--- src/rtl/pong_pkg.sv ---
// pong_pkg: shared state encoding, serve directions and default frame counts.
package pong_pkg;
  typedef enum logic [2:0] {
    IDLE  = 3'd0,
    SERVE = 3'd1,
    PLAY  = 3'd2,
    POINT = 3'd3,
    OVER  = 3'd4
  } state_t;
  localparam logic SERVE_DIR_P1 = 1'b0;
  localparam logic SERVE_DIR_P2 = 1'b1;
  localparam int SERVE_FRAMES_DEF = 60;
  localparam int POINT_FRAMES_DEF = 90;
  localparam int OVER_FRAMES_DEF  = 300;
endpackage

--- src/rtl/frame_timer.sv ---
// frame_timer: loadable frame down-counter; expire fires on the tick that consumes the last frame.
module frame_timer #(
  parameter int FRM_W = 9
) (
  input  logic             clk,
  input  logic             rst,
  input  logic             load,
  input  logic [FRM_W-1:0] load_val,
  input  logic             tick,
  output logic             expire
);
  logic [FRM_W-1:0] cnt;
  always_ff @(posedge clk)
    if (!rst) cnt <= '0;
    else if (load) cnt <= load_val;
    else if (tick && cnt != '0) cnt <= cnt - 1'b1;
  assign expire = tick && cnt == FRM_W'(1);
endmodule

--- src/rtl/pong_game_ctrl.sv ---
// pong_game_ctrl: pong match sequencer (states, scores, serve direction, motion enables).
// Optional PONG_AUTO_RESTART_EN: OVER returns to IDLE after OVER_FRAMES with scores cleared.
module pong_game_ctrl import pong_pkg::*; #(
  parameter int SCORE_W      = 4,
  parameter int WIN_SCORE    = 7,
  parameter int SERVE_FRAMES = SERVE_FRAMES_DEF,
  parameter int POINT_FRAMES = POINT_FRAMES_DEF,
  parameter int OVER_FRAMES  = OVER_FRAMES_DEF,
  parameter int FRM_W        = 9
) (
  input  logic               clk,
  input  logic               rst,
  input  logic               refr_tick,
  input  logic               start,
  input  logic               miss_left,
  input  logic               miss_right,
  output logic               ball_en,
  output logic               ball_rst,
  output logic               paddle_en,
  output logic               serve_dir,
  output logic [SCORE_W-1:0] score1,
  output logic [SCORE_W-1:0] score2,
  output logic               game_over,
  output logic               winner,
  output logic [2:0]         state
);
  localparam logic [SCORE_W-1:0] WIN = SCORE_W'(WIN_SCORE);
  state_t cur, nxt;
  logic start_q, start_rise, expire, auto_exit, load;
  logic [FRM_W-1:0] load_val;
  assign start_rise = start & ~start_q;
  assign load = nxt != cur;
  assign load_val = nxt == SERVE ? FRM_W'(SERVE_FRAMES) :
                    nxt == POINT ? FRM_W'(POINT_FRAMES) : FRM_W'(OVER_FRAMES);
`ifdef PONG_AUTO_RESTART_EN
  assign auto_exit = expire;
`else
  assign auto_exit = 1'b0;
`endif
  frame_timer #(.FRM_W(FRM_W)) u_timer (
    .clk(clk), .rst(rst), .load(load), .load_val(load_val), .tick(refr_tick), .expire(expire)
  );
  always_comb begin
    nxt = cur;
    case (cur)
      IDLE:    nxt = start_rise ? SERVE : IDLE;
      SERVE:   nxt = expire ? PLAY : SERVE;
      PLAY:    nxt = (miss_left | miss_right) ? POINT : PLAY;
      POINT:   nxt = !expire ? POINT : (score1 == WIN || score2 == WIN) ? OVER : SERVE;
      OVER:    nxt = (start_rise | auto_exit) ? IDLE : OVER;
      default: nxt = IDLE;
    endcase
  end
  always_ff @(posedge clk) begin
    if (!rst) begin
      cur       <= IDLE;
      start_q   <= 1'b0;
      score1    <= '0;
      score2    <= '0;
      serve_dir <= SERVE_DIR_P1;
      winner    <= 1'b0;
      ball_rst  <= 1'b0;
    end else begin
      cur      <= nxt;
      start_q  <= start;
      ball_rst <= nxt == SERVE && cur != SERVE;
      if ((cur == IDLE && start_rise) || (cur == OVER && auto_exit)) begin
        score1 <= '0;
        score2 <= '0;
      end else if (cur == PLAY && (miss_left ^ miss_right)) begin
        // the missing side's opponent scores and receives the next serve
        if (miss_right) begin
          score1    <= score1 + SCORE_W'(score1 != '1);
          serve_dir <= SERVE_DIR_P2;
        end else begin
          score2    <= score2 + SCORE_W'(score2 != '1);
          serve_dir <= SERVE_DIR_P1;
        end
      end
      if (cur == POINT && nxt == OVER) winner <= score2 == WIN;
    end
  end
  assign ball_en   = cur == PLAY;
  assign paddle_en = cur == SERVE || cur == PLAY;
  assign game_over = cur == OVER;
  assign state     = cur;
endmodule
--- config.mk ---
export PLATFORM = sky130hd
export DESIGN_NAME = pong_game_ctrl
export DESIGN_NICKNAME = d
export VERILOG_FILES = /design/src/rtl/pong_pkg.sv /design/src/rtl/frame_timer.sv /design/src/rtl/pong_game_ctrl.sv
export SDC_FILE = /design/constraint.sdc
export NUM_CORES = 1
export LEC_CHECK = 0
export ABC_AREA = 1
export BUFFER_PORTS_ARGS = -buffer_cell sky130_fd_sc_hd__buf_4
export CAP_MARGIN = 20
export CORE_MARGIN = 3
export CORE_UTILIZATION = 35
export CTS_CLUSTER_SIZE = 25
export DETAILED_ROUTE_END_ITERATION = 8
export SLEW_MARGIN = 20
export SYNTH_ARGS = -nofsm -noshare
export SYNTH_HDL_FRONTEND = slang
export SYNTH_HIERARCHICAL = 1
export SYNTH_SLANG_ARGS = --single-unit
--- constraint.sdc ---
create_clock -name clk -period 5.9 [get_ports clk]
set_input_delay 0.295 -clock clk [delete_from_list [all_inputs] [get_ports clk]]
set_output_delay 0.295 -clock clk [all_outputs]
set_load 0.005 [all_outputs]
; ---- Word-level counts from Yosys, hierarchy flattened
; Index checks and enable logic that the tools add are counted.
[classes]
n_reduce_logical = 15
n_mux = 12
eq_ne = 14
add_sub_neg = 3
n_bitwise = 7
[op_table]
columns = operator, count
row1 = 9-bit two-way mux, 4
row2 = 3-bit one-hot mux with 5 select lines, 1
row3 = "3-bit by 2-bit == test with 1-bit output, second input constant", 3
row4 = "9-bit by 1-bit == test with 1-bit output, second input constant", 1
row5 = 3-bit two-way mux, 3
row6 = 9-bit nonzero test, 1
row7 = "9-bit by 1-bit subtractor with 9-bit output, second input constant", 1
row8 = 4-bit by 1-bit adder with 4-bit output, 2
row9 = "4-bit by 3-bit == test with 1-bit output, second input constant", 2
row10 = "4-bit != test, second input constant", 2
row11 = "3-bit by 1-bit == test with 1-bit output, second input constant", 2
row12 = "3-bit == test, second input constant", 2
row13 = 1-bit logical AND, 6
row14 = 2-bit AND reduction, 3
row15 = 1-bit inverter, 4
row16 = 3-bit zero test, 1
row17 = 1-bit two-way mux, 3
row18 = "3-bit by 1-bit != test with 1-bit output, second input constant", 1
row19 = 3-bit != test, 1
row20 = 1-bit logical OR, 2
row21 = 2-bit two-way mux, 1
row22 = 2-bit nonzero test, 1
row23 = 2-bit OR reduction, 1
row24 = 1-bit AND, 1
row25 = 2 further kinds, 2
[totals]
elab_cells = 59
input_bits = 6
out_inout_bits = 17
regBits = 24

; ---- Depth between registers and ports, before layout
; Gate-level depths: netlist (run 1).
[depth]
ltp_word = 9
mapped_depth = 15
depth_no_buf = 14

; ---- Hierarchy
; The synthesis (run 1) kept the hierarchy.
[modules_own_cells]
columns = mod, cells_per_inst, seq_area_each_um2, n_inst, area_each_um2
row1 = pong_game_ctrl, 131, 300.3, 1, 925.9
row2 = frame_timer, 114, 180.2, 1, 674.4

; ---- Worst setup path after synthesis (run 1)
; Ideal clock, no wire load.
[synth_path]
kind = reg-to-reg
from = reg u_timer.cnt[1]
to = reg u_timer.cnt[4]
setup_slack_ps = 3533
path_stages_with_launch = 15
setup_time_ps = 119
period_less_slack_ps = 2367
arrival_time_ps = 2248
path_cell_list = dfxtp_1 > inv_1 > ha_1 > nand2_1 > nor4_1 > inv_1 > nor3_2 > nand2_1 > nand3_1 > nand3_1 > inv_1 > clkbuf_1 > nand3_1 > o21ai_0 > a21oi_1
[synth_via]
word_cells_on_any_way = 16
classes_between = add/sub (1) / eq/ne (4) / mux (7) / reduce/logical (4)
[synth_rtl]
columns = element, line
row1 = "start, declared", frame_timer.sv:12  ; logic [FRM_W-1:0] cnt;
row2 = "start signal, assigned", frame_timer.sv:15  ; else if (load) cnt <= load_val;
row3 = "start signal, assigned", frame_timer.sv:16  ; else if (tick && cnt != '0) cnt <= cnt - 1'b1;
row4 = 9-bit by 1-bit == test with 1-bit output *, frame_timer.sv:17  ; assign expire = tick && cnt == FRM_W'(1);
row5 = 1-bit logical AND *, frame_timer.sv:17
row6 = named net expire, pong_game_ctrl.sv:29  ; logic start_q, start_rise, expire, auto_exit, load;
row7 = 3-bit two-way mux or 2-bit two-way mux (tied branches), "pong_game_ctrl.sv:49, pong_game_ctrl.sv:47"
row8 = 3-bit one-hot mux with 5 select lines *, pong_game_ctrl.sv:45  ; case (cur)
row9 = 3-bit != test *, pong_game_ctrl.sv:32  ; assign load = nxt != cur;
row10 = named net load, pong_game_ctrl.sv:29
row11 = 9-bit two-way mux or 2-bit nonzero test (tied branches), --
; The timed path passes the listed nets; every way through them passes the cells marked *. The select of a mux whose other input is x is not followed.
; A chain may end at the register's enable or synchronous reset.

; ---- Worst setup path in the final report (run 1)
[layout_path]
from = reg u_timer.cnt[1]
to = reg u_timer.cnt[1]
; Same word-level chain as after synthesis.

==> flow_summary.json, run 1 <==
{
  "clock_skew_ps": 8.314,
  "dp_hpwl_um": 2867,
  "design_area_um2": 1854,
  "yosysUniqueCellTypes": 29,
  "fmax_ghz": 0.3444,
  "whs_ps": 206.7,
  "slowest_delay_ps": 490,
  "netlist_instances": 245,
  "antenna_cells": 0,
  "cts.reportedPaths.clkPinSlew_ps": 90,
  "endpoint_kind": "flip-flop",
  "arrival_ps": 3120,
  "synth-seq-area-share": 0.3002,
  "port_buffers": 22,
  "grt_antenna_before_repair": 0,
  "syn_area_um2": 1600,
  "place_ws_ps": 3037,
  "rows": 23,
  "drt-total-wl_um": 3731,
  "dpl_cell_area_um2": 1813,
  "crit_path_top_delay_cell": "inv_1",
  "finish.utilization": 0.4413,
  "period_share": 0.4922,
  "ys_dominant_reg_cell": "dfxtp_1",
  "synth_area_leader_cell": "dfxtp_1",
  "synth_seq_cells": 24,
  "post-route-min-period_ps": 2904,
  "multi_input_area_um2": 977.2,
  "cts_tree": "yes",
  "p_per_area_nw_per_um2": 251.8,
  "async_reset_ff_frac": 0,
  "clk_path_buf_depth": 2,
  "worstPathRequired_ps": 6110,
  "finalSetupViolCount": 0,
  "yosys-top-cells-area": "dfxtp_1, nand2_1, nand3_1",
  "ir_drop_mv": 0.1491,
  "path_cells": "inv_1 > ha_1 > nand2_1 > nor4_1 > inv_1 > nor3_2 > nand2_1 > nand3_1 > nand3_1 > inv_1 > nand2_2 > inv_1 > nor2_1 > nor2_1",
  "area_growth_pct": 15.87,
  "clock_latency_ps": 270,
  "die-width_um": 73.62,
  "rsz0062_at_grt": "no",
  "fin_ws_ps": 2996,
  "nNetsFinal": 284,
  "grt_pass1_wl_um": 6479,
  "die_h_um": 73.62,
  "core_area_um2": 4202,
  "synth_edf_count": 0,
  "first_iter_violations": 112,
  "cts-buffers-inserted": 3,
  "final_common_cell": "nand2_1",
  "grt.overflow.total": 0,
  "synth_top_area_share": 0.3002,
  "post_cts_buffers": 0,
  "via_per_inst": 4.884,
  "outcome": "complete, no violations",
  "grt_pass1_vias": 1471,
  "hp-class": "input pin to flip-flop",
  "grtUsageTotal": 0.1521,
  "cellLeakagePower_nw": 0.8819,
  "die-area_um2": 5420,
  "gp_congestion": 0.8397,
  "num_vias": 1553,
  "clock_sinks": 24,
  "hold_viol": 0,
  "stdcell_count": 318,
  "cts.repair.resized": 0,
  "post_drt_wl_per_cell_um": 11.73,
  "cp-start-kind": "flip-flop",
  "drt-pass1-iter-count": 4,
  "slew_viol_final": 0,
  "initial_core_util": 0.3809,
  "crit_path_frequent_cell": "inv_1",
  "root_buffer": "clkbuf_8",
  "grt_max_degree": 17,
  "power_mw": 0.4669,
  "max-cap-violations": 0,
  "io_pins": 23,
  "synth_warnings": 6,
  "h-tree-depth": 1,
  "ff_latch_area_um2": 480.5,
  "dpl.cell_count": 315,
  "cp_max_fo": 16,
  "ant_nets": 0,
  "path_class": "flip-flop to flip-flop",
  "drc_errors": 0,
  "syn_area_per_cell_um2": 6.532,
  "finalSetupTns_ps": 0,
  "drive_above_1_share": 0.1828,
  "hold_buffers": 0,
  "fill_cells": 449,
  "layout_common_cells": "nand2_1, nand3_1, inv_1"
}
-- worst max-delay path: cells and delay by family (launching register included) --
kind,cells,cell delay [ps]
and+or+nand+nor,9,1440
buffers and inverters,4,900
DFF,1,320
adders and majority gates,1,170
-- synthesized netlist by cell type (2+ instances only) --
cell type  count
nand2_2        5
nand4_1        3
ha_1           8
xor2_1         2
nor2_1        24
o21ai_0        8
nor2_2         3
nor2_4         3
a21oi_1       21
conb_1         2
dfxtp_1       24
nand3_1       34
inv_1         28
nand3_2        2
clkbuf_1       2
inv_2          6
nand2_1       58
-- power by group --
group | internal [mW] | leakage, nW | total, mW | switching, mW
logic | 0.0606 | 0.664 | 0.172 | 0.112
clock network | 0.0457 | 0.0216 | 0.0973 | 0.0516
registers | 0.179 | 0.196 | 0.197 | 0.0186
-- registers in the layout (all words and copies together), names as in the netlist --
name and count:
start_q 1, score2 4, serve_dir 1, winner 1, ball_rst 1, state 3, score1 4, u_timer/cnt 9
-- routing by layer --
layer  GRT usage  part of all wire  wire length, µm  vias to the layer above
met4     0.05231            0.0078               29                        0
met2      0.2362              0.45             1692                       26
met3     0.03010             0.046              172                        2
li1            -                 -                -                      831
met1      0.2086              0.49             1835                      694
met5           0                 0                0                        -
-- kinds of logic (layout without fill, tap and decap cells) --
| group | Yosys count | after routing | synth area share |
|---|---|---|---|
| AND/OR/NAND/NOR | 139 | 139 | 0.4206 |
| buffers and inverters | 37 | 59 | 0.09148 |
| AO/OA/AOI/OAI | 32 | 32 | 0.1040 |
| flip-flops | 24 | 24 | 0.3002 |
| adder cells (fa/ha/maj) | 8 | 8 | 0.06255 |
| XOR/XNOR | 3 | 3 | 0.01642 |
| other | 2 | 3 | 0.004693 |
-- final cells by class --
class,count,share of cell area
Sequential cell,24,0.2591
Tap cell,50,0.03374
Multi-Input combinational cell,185,0.5270
Timing Repair Buffer,22,0.08907
Clock buffer,3,0.02227
Inverter,34,0.06883
-- path summary, 6_finish.rpt --
kind | start | end | slack (ps) | depth (start not counted)
hold reg to reg | winner | winner | 510 | 2
hold / removal | start | start_q | 210 | 3
setup reg to reg | u_timer/cnt[1] | u_timer/cnt[1] | 3000 | 14
setup / recovery | u_timer/cnt[1] | u_timer/cnt[1] | 3000 | 14
(Power assumes the default switching activity.)
==> run 2: changes to the inputs <==
==> constraint.sdc (replaced) <==
create_clock -name clk -period 2.6 [get_ports clk]
set_input_delay 0.13 -clock clk [delete_from_list [all_inputs] [get_ports clk]]
set_output_delay 0.13 -clock clk [all_outputs]
set_load 0.005 [all_outputs]
==> flow_summary.json, run 2 (same netlist as run 1, synthesis figures left out) <==
{
  "clock_latency_ps": 270,
  "reg2reg_from": "u_timer/cnt[1]",
  "max-cap-violations": 0,
  "slew_viol_final": 0,
  "drc_errors": 0,
  "root_buffer": "clkbuf_8",
  "clk_path_buf_depth": 2,
  "nNetsFinal": 286,
  "die_h_um": 73.62,
  "dpl_cell_area_um2": 1828,
  "cp-start-kind": "flip-flop",
  "grt_max_degree": 17,
  "cellLeakagePower_nw": 0.9191,
  "post-route-min-period_ps": 2311,
  "cts_tree": "yes",
  "rsz0062_at_grt": "no",
  "grt_pass1_wl_um": 6348,
  "outcome": "complete, no violations",
  "grt_pass1_vias": 1445,
  "area_growth_pct": 19.47,
  "cts.reportedPaths.clkPinSlew_ps": 100,
  "cp_max_fo": 16,
  "h-tree-depth": 1,
  "hold_start": "start",
  "num_vias": 1545,
  "dp_hpwl_um": 2725,
  "fill_cells": 436,
  "final_common_cell": "nand2_1",
  "grt.overflow.total": 0,
  "initial_core_util": 0.3809,
  "finalSetupTns_ps": 0,
  "drt-pass1-iter-count": 4,
  "io_pins": 23,
  "path_class": "flip-flop to flip-flop",
  "grtUsageTotal": 0.1473,
  "clock_skew_ps": 5.890,
  "layout_common_cells": "nand2_1, nand3_1, inv_1",
  "grt_antenna_before_repair": 0,
  "antenna_cells": 0,
  "hold_viol": 0,
  "crit_path_top_delay_cell": "nor4_2",
  "core_area_um2": 4202,
  "period_share": 0.8887,
  "ff2ff_path_depth": 14,
  "die-area_um2": 5420,
  "arrival_ps": 2480,
  "endpoint_kind": "flip-flop",
  "finalSetupViolCount": 0,
  "top_regs": "u_timer/cnt x9, score1 x4, score2 x4",
  "clock_sinks": 24,
  "crit_path_frequent_cell": "inv_1",
  "cts-buffers-inserted": 3,
  "hold_depth": 3,
  "regMostFlops": "u_timer/cnt",
  "hp-class": "input pin to flip-flop",
  "design_area_um2": 1912,
  "p_per_area_nw_per_um2": 619.5,
  "rows": 23,
  "die-width_um": 73.62,
  "drive_above_1_share": 0.1993,
  "port_buffers": 22,
  "post_drt_wl_per_cell_um": 11.21,
  "rrSetupSlack_ps": 290,
  "multi_input_area_um2": 989.7,
  "drt-total-wl_um": 3600,
  "reg2reg_to": "u_timer/cnt[4]",
  "worstPathRequired_ps": 2770,
  "ir_drop_mv": 0.2118,
  "via_per_inst": 4.813,
  "fmax_ghz": 0.4328,
  "first_iter_violations": 92,
  "holdPathEnd": "start_q",
  "ff_latch_area_um2": 480.5,
  "gp_congestion": 0.8085,
  "post_cts_buffers": 0,
  "path_cells": "inv_1 > ha_1 > nand2_1 > nor4_2 > inv_2 > nor3_4 > nand2_1 > nand3_1 > nand3_1 > inv_1 > buf_4 > nand2_2 > inv_1 > a21oi_1",
  "largest_reg_flops": 9,
  "ant_nets": 0,
  "slowest_delay_ps": 330
}
==> run 2: changes by cell type in the layout (fill, tap and decap cells not counted) <==
cell	delta
buf_4	+2
bufinv_16	+1
inv_1	-1
inv_2	+1
nor3_2	-1
nor3_4	+1
nor4_1	-1
nor4_2	+1
==> run 2: worst max-delay path by stage <==
| stage | to | from | cells past startpoint | slack (ps) |
|---|---|---|---|---|
| final | u_timer/cnt[4] | u_timer/cnt[1] | 14 | 290 |
| after detailed placement | u_timer/cnt[4] | u_timer/cnt[1] | 14 | 180 |
| after global routing | u_timer/cnt[4] | u_timer/cnt[1] | 15 | 50 |
| after CTS | u_timer/cnt[4] | u_timer/cnt[1] | 14 | 160 |
| after global placement | u_timer/cnt[4] | u_timer/cnt[1] | 14 | 280 |
| after floorplan | u_timer/cnt[4] | u_timer/cnt[1] | 14 | 230 |
==> run 2: through the flow <==
step	hold WS [ps]	setup slack, ps	cells	utilization	power (mW)
after floorplan	223.5	232.8	246	-	0.7562
after CTS	32.33	161.1	321	0.4521	1.187
final	41.66	289.3	321	0.4550	1.184
after global routing	40.27	45.76	321	0.4550	1.270
after detailed placement	325.8	182.7	317	0.4351	0.8446
after global placement	320.4	279.8	317	0.4351	0.8472
==> run 2: area by class of cell <==
class	instances	area share
clock buffer	3	0.02160
clock inverter	1	0.01571
inverter	34	0.06675
multi-input combinational	185	0.5177
sequential	24	0.2513
tap	50	0.03272
timing repair buffer	24	0.09424
==> run 2: critical path: cells and delay by family, from the launching register on <==
kind            cells  cell delay (ps)
fa+ha+maj           1              160
flops               1              320
buf+inv             5              640
compound gates      1               70
simple gates        7             1020
==> run 2: power by group <==
part / internal (mW) / switching (mW) / leakage (nW) / total, mW
Combinational: 0.143 / 0.255 / 0.687 / 0.398
Sequential: 0.405 / 0.0408 / 0.196 / 0.446
Clock: 0.206 / 0.134 / 0.0357 / 0.340
==> run 2: repair_timing <==
action	4_1_cts	5_1_grt
hold endpoints to repair	0	0
gates resized for setup	0	3
endpoints found under the setup margin	0	9
hold buffers	0	0
==> run 2: layer usage <==
metal,track usage,up-vias,part of all wire
met2,0.2461,29,0.45
met4,0.03018,0,0.0064
met3,0.02873,2,0.044
met1,0.1964,675,0.50
met5,0,-,0
li1,-,839,-
